===== config.mk =====
export PLATFORM = sky130hd
export DESIGN_NAME = srambus_arbiter
export DESIGN_NICKNAME = d
export VERILOG_FILES = /design/src/rtl/srambus_arbiter.sv
export SDC_FILE = /design/constraint.sdc
export NUM_CORES = 1
export LEC_CHECK = 0
export ABC_AREA = 0
export ABC_CLOCK_PERIOD_IN_PS = 5000
export CAP_MARGIN = 20
export CORE_AREA = 2 2 130 132
export CTS_BUF_LIST = sky130_fd_sc_hd__clkbuf_16
export DETAILED_ROUTE_END_ITERATION = 10
export DIE_AREA = 0 0 132 134
export PLACE_DENSITY = 0.57
export SETUP_SLACK_MARGIN = 0.15
export SLEW_MARGIN = 25
export SYNTH_ARGS = -nofsm -noshare
export SYNTH_HDL_FRONTEND = slang
export SYNTH_SLANG_ARGS = --single-unit
export TNS_END_PERCENT = 20

===== constraint.sdc =====
create_clock -name ACLK -period 5 [get_ports ACLK]
set_clock_uncertainty 0.2 [all_clocks]
set_input_delay 1.25 -clock ACLK [delete_from_list [all_inputs] [get_ports ACLK]]
set_output_delay 1.25 -clock ACLK [all_outputs]
set_load 0.005 [all_outputs]

===== src/rtl/srambus_arbiter.sv =====
// Two-requester SRAM-bus arbiter: round-robin grant with hold-until-accept,
// plus an in-order owner FIFO that steers returning data to the right port.
module srambus_arbiter #(
  parameter int ADDR_W = 32,
  parameter int DATA_W = 32,
  parameter int MASK_W = 4,
  parameter int DEPTH  = 4
) (
  input  logic              ACLK,
  input  logic              ARESET,
  input  logic              m0_req,
  input  logic              m0_ren,
  input  logic              m0_wen,
  input  logic [ADDR_W-1:0] m0_address,
  input  logic [DATA_W-1:0] m0_wdata,
  input  logic [MASK_W-1:0] m0_wmask,
  input  logic [2:0]        m0_size,
  input  logic [2:0]        m0_match_id,
  input  logic              m0_data_resp,
  output logic              m0_addr_ok,
  output logic              m0_data_ok,
  output logic [DATA_W-1:0] m0_rdata,
  input  logic              m1_req,
  input  logic              m1_ren,
  input  logic              m1_wen,
  input  logic [ADDR_W-1:0] m1_address,
  input  logic [DATA_W-1:0] m1_wdata,
  input  logic [MASK_W-1:0] m1_wmask,
  input  logic [2:0]        m1_size,
  input  logic [2:0]        m1_match_id,
  input  logic              m1_data_resp,
  output logic              m1_addr_ok,
  output logic              m1_data_ok,
  output logic [DATA_W-1:0] m1_rdata,
  output logic              s_req,
  output logic              s_ren,
  output logic              s_wen,
  output logic [ADDR_W-1:0] s_address,
  output logic [DATA_W-1:0] s_wdata,
  output logic [MASK_W-1:0] s_wmask,
  output logic [2:0]        s_size,
  output logic [2:0]        s_match_id,
  output logic              s_data_resp,
  input  logic              s_addr_ok,
  input  logic              s_data_ok,
  input  logic [DATA_W-1:0] s_rdata,
  output logic              err
);

  localparam int PW = (DEPTH > 2) ? $clog2(DEPTH) : 1;
  localparam int CW = $clog2(DEPTH + 1);

  typedef struct packed {
    logic              req;
    logic              ren;
    logic              wen;
    logic [ADDR_W-1:0] address;
    logic [DATA_W-1:0] wdata;
    logic [MASK_W-1:0] wmask;
    logic [2:0]        size;
    logic [2:0]        match_id;
  } req_t;

  typedef enum logic {ARB, HOLD} state_t;

  state_t           state, state_nxt;
  logic             gnt, lst, sel;
  req_t [1:0]       mreq;
  req_t             gsel;
  logic [DEPTH-1:0] own;
  logic [PW-1:0]    wr_ptr, rd_ptr;
  logic [CW-1:0]    cnt;
  logic             full, nempty, head, accept, pop, hold_drop;

  assign mreq[0] = {m0_req, m0_ren, m0_wen, m0_address, m0_wdata, m0_wmask, m0_size, m0_match_id};
  assign mreq[1] = {m1_req, m1_ren, m1_wen, m1_address, m1_wdata, m1_wmask, m1_size, m1_match_id};

  // Grant is combinational in ARB so a request can be accepted the cycle it appears.
  always_comb begin
    sel = gnt;
    if (state == ARB) begin
      if (mreq[0].req && mreq[1].req) sel = ~lst;
      else                            sel = mreq[1].req;
    end
  end

  assign gsel      = mreq[sel];
  assign full      = (cnt == CW'(DEPTH));
  assign nempty    = (cnt != '0);
  assign head      = own[rd_ptr];
  assign s_req     = gsel.req & ~full;
  assign accept    = s_req & s_addr_ok;
  assign pop       = s_data_ok & nempty;
  assign hold_drop = (state == HOLD) & ~mreq[gnt].req;

  assign s_ren      = gsel.ren;
  assign s_wen      = gsel.wen;
  assign s_address  = gsel.address;
  assign s_wdata    = gsel.wdata;
  assign s_wmask    = gsel.wmask;
  assign s_size     = gsel.size;
  assign s_match_id = gsel.match_id;

  assign m0_addr_ok = accept & ~sel;
  assign m1_addr_ok = accept &  sel;

  // Return path routed straight from the FIFO head, no register stage.
  assign m0_data_ok  = pop & ~head;
  assign m1_data_ok  = pop &  head;
  assign m0_rdata    = (nempty && !head) ? s_rdata : '0;
  assign m1_rdata    = (nempty &&  head) ? s_rdata : '0;
  assign s_data_resp = nempty & (head ? m1_data_resp : m0_data_resp);

  always_comb begin
    state_nxt = state;
    case (state)
      ARB:  if (s_req && !s_addr_ok)  state_nxt = HOLD;
      HOLD: if (hold_drop || accept) state_nxt = ARB;
      default:                        state_nxt = ARB;
    endcase
  end

  always_ff @(posedge ACLK) begin
    if (ARESET) begin
      state  <= ARB;
      gnt    <= 1'b0;
      lst    <= 1'b1;
      own    <= '0;
      wr_ptr <= '0;
      rd_ptr <= '0;
      cnt    <= '0;
      err    <= 1'b0;
    end else begin
      state <= state_nxt;
      if (state == ARB) gnt <= sel;
      if (accept) begin
        lst         <= sel;
        own[wr_ptr] <= sel;
        wr_ptr      <= wr_ptr + PW'(1);
      end
      if (pop) rd_ptr <= rd_ptr + PW'(1);
      if (accept && !pop)      cnt <= cnt + CW'(1);
      else if (!accept && pop) cnt <= cnt - CW'(1);
      if (hold_drop || (s_data_ok && !nempty)) err <= 1'b1;
    end
  end

endmodule


==> impl_metrics.py <==
metrics = {
    "die": {
        "die_height_um": 134,
        "start_util_pct": 13.6,
        "coreArea_um2": 16300,
        "chipWidth_um": 132,
        "die_area_um2": 17700,
        "ios": 339,
        "row_count": 47,
    },
    "grt": {
        "track_usage_pct": 14.9,
        "grt_pass1_vias": 3304,
        "antenna_found_initial": 4,
        "overflow": 0,
        "grt_max_degree": 68,
        "grt_pass1_wl_mm": 20.0,
    },
    "finish": {
        "final_cells": 825,
        "areaGrowthSynthToFinish_pct": 168,
        "nets": 802,
        "drive_gt1_share_pct": 14.9,
        "finalCoreUtilization_pct": 36.4,
    },
    "synth": {
        "synth-seq-cells": 15,
        "synth_area_leader_cell": "mux2_2",
        "yosysTopAreaCellShare_pct": 38.7,
        "synthDistinctLibCells": 31,
        "syn-num-nets": 477,
        "ys_top_cells_by_area": "mux2_2, dfxtp_1, and3_1",
        "synthesis.area_um2": 2210,
        "yosysWarnings": 0,
        "syn_inst": 279,
        "syn_avg_cell_area_um2": 7.92,
        "yosysSeqAreaShare_pct": 13.6,
    },
    "drt": {
        "drc": 0,
        "wl_mm": 14.4,
        "vias": 3356,
        "wl_per_cell_um": 17.4,
        "drtIter0Drc": 77,
        "antenna_left": 0,
        "dr.pass1.iters": 4,
        "viasPerCell": 4.07,
    },
    "worst_setup_path": {
        "cp.required_ps": 3550,
        "crit_fanout": 29,
        "worstSetupEndpointType": "output pin",
        "crit_type": "input port to output pin",
        "start_kind": "input port",
        "arrival_ps": 3320,
    },
    "power_and_ir_drop": {
        "p_per_area_nw_per_um2": 261,
        "finalPower_mw": 1.55,
        "p_leak_nw": 2.42,
        "ir_drop_mv": 0.175,
    },
    "place": {
        "place_ws_ps": 169,
        "dp_hpwl_mm": 12.6,
        "io_buffers": 338,
        "gp_congestion": 0.940,
        "dpl.cell_count": 815,
    },
    "timing": {
        "worst_slew_pin_slew_ps": 962,
        "final.setup.worst_slack_ps": 229,
        "rsz0062_at_grt": "yes",
        "period_needed_ps": 4770,
        "period_share_pct": 95.4,
        "max_clock_freq_ghz": 0.210,
        "slew_violations": 0,
        "fin_tns_setup_ps": 0,
        "finalHoldViolCount": 0,
        "setup_viol": 0,
        "relSlewSlack_pct": 35.9,
    },
    "clocking": {
        "cts.path.max_buffers": 2,
        "path_clk_slew_ps": 50,
        "clk_latency_ps": 240,
        "cts_tree": "built",
        "cts_inserted_buffers": 3,
        "cts.sinks": 15,
        "root_buffer": "clkbuf_16",
        "postCtsHoldBufs": 0,
        "htreeDepth": 1,
    },
    "job": {
        "maxCapViolCount": 0,
    },
    "hold_path": {
        "hp-class": "register to register",
    },
    "status": {
        "status": "finished, final reports clean",
    },
}
-- worst paths after layout --
kind / from / to / slack [ps] / cells after the start
worst max-delay path: m0_req / s_wdata[27] / 230 / 7
worst min-delay path: lst$_SDFFE_PP1P_ / lst$_SDFFE_PP1P_ / 270 / 1
worst min register to register: lst$_SDFFE_PP1P_ / lst$_SDFFE_PP1P_ / 270 / 1
worst max register to register: cnt[0]$_SDFFE_PP0P_ / cnt[2]$_SDFFE_PP0P_ / 1790 / 8
-- layout make-up --
cell class | count | area (um^2)
diodes | 2 | 5.00
clock buffers | 3 | 75.1
clock inverters | 1 | 3.75
fillers | 1693 | 10400
inverters | 6 | 22.5
multi-input cells | 234 | 1780
flip-flops and latches | 15 | 300
well taps | 220 | 275
repair buffers | 344 | 3460
-- critical path, cell delays in order --
cell             delay (ps)
clkdlybuf4s50_1         550
nand2_1                  90
a22oi_2                 180
buf_4                   170
buf_8                   240
mux2_2                  360
clkdlybuf4s50_1         470
-- report_power, final --
group / internal [mW] / switching (mW)
Combinational: 0.723 / 0.496
Clock: 0.106 / 0.0466
Sequential: 0.147 / 0.0312
-- cell families (layout without fill, tap and decap cells) --
logic type | Yosys count | after routing | share of synthesized area (%)
other | 0 | 2 | 0
xor gates and xnor gates | 5 | 5 | 1.98
AOI/OAI and AO/OA | 8 | 8 | 3.79
adders and majority gates | 6 | 6 | 3.74
buffers and inverters | 30 | 354 | 5.72
DFF | 15 | 15 | 13.6
muxes | 86 | 86 | 43.8
and+or+nand+nor | 129 | 129 | 27.3
-- placed cells by master (no fill, tap or decap), types with 5 or more instances in the layout --
| cell type | instances |
|---|---|
| and3_1 | 34 |
| nand2_1 | 39 |
| ha_1 | 5 |
| mux2_2 | 76 |
| dfxtp_1 | 15 |
| nor2_1 | 42 |
| clkdlybuf4s50_1 | 338 |
| mux2i_1 | 9 |
| inv_1 | 7 |
-- sequential cells by signal, summed over array words and instances (netlist names) --
signal,count
err,1
gnt,1
rd_ptr,2
cnt,3
state,1
wr_ptr,2
own,4
lst,1
-- Yosys cell counts --
master,count
a2111oi_0,1
a22oi_2,1
a2111oi_4,1
nand2_1,39
and3_1,34
xnor2_1,1
o21ai_0,1
buf_4,1
clkbuf_1,15
a211o_1,1
nor3b_1,1
a21oi_1,1
or3_1,2
mux4_2,1
nor3_1,2
a211oi_1,1
xor2_1,4
dfxtp_1,15
nor2_1,42
inv_1,6
nand2b_1,4
a221oi_1,1
fa_1,1
ha_1,5
buf_2,8
nor2b_1,2
nand3_1,1
mux2_2,76
mux2i_1,9
and3b_1,1
or2_2,1
-- stage by stage --
| stage | hold WS, ps | cell area [um^2] |
|---|---|---|
| after floorplan | 236 | 2210 |
| after global placement | 251 | 5790 |
| after detailed placement | 257 | 5790 |
| after CTS | 266 | 5870 |
| after global routing | 293 | 5920 |
| final | 266 | 5930 |
-- metal layers --
layer	routed length [um]	share of wire, %	up-vias	GRT usage (%)
met4	469	3.3	4	5.25
met1	4970	35	1498	14.9
met3	1430	9.9	23	4.80
met5	27	0.19	-	0
met2	7470	52	215	28.7
li1	-	-	1616	-
-- timing repair --
item,4_1_cts,5_1_grt
endpoints found under the hold margin,0,0
endpoints found under the setup margin,0,10
gates resized for setup,0,3
setup buffers,0,2
(Power assumes the default switching activity.)
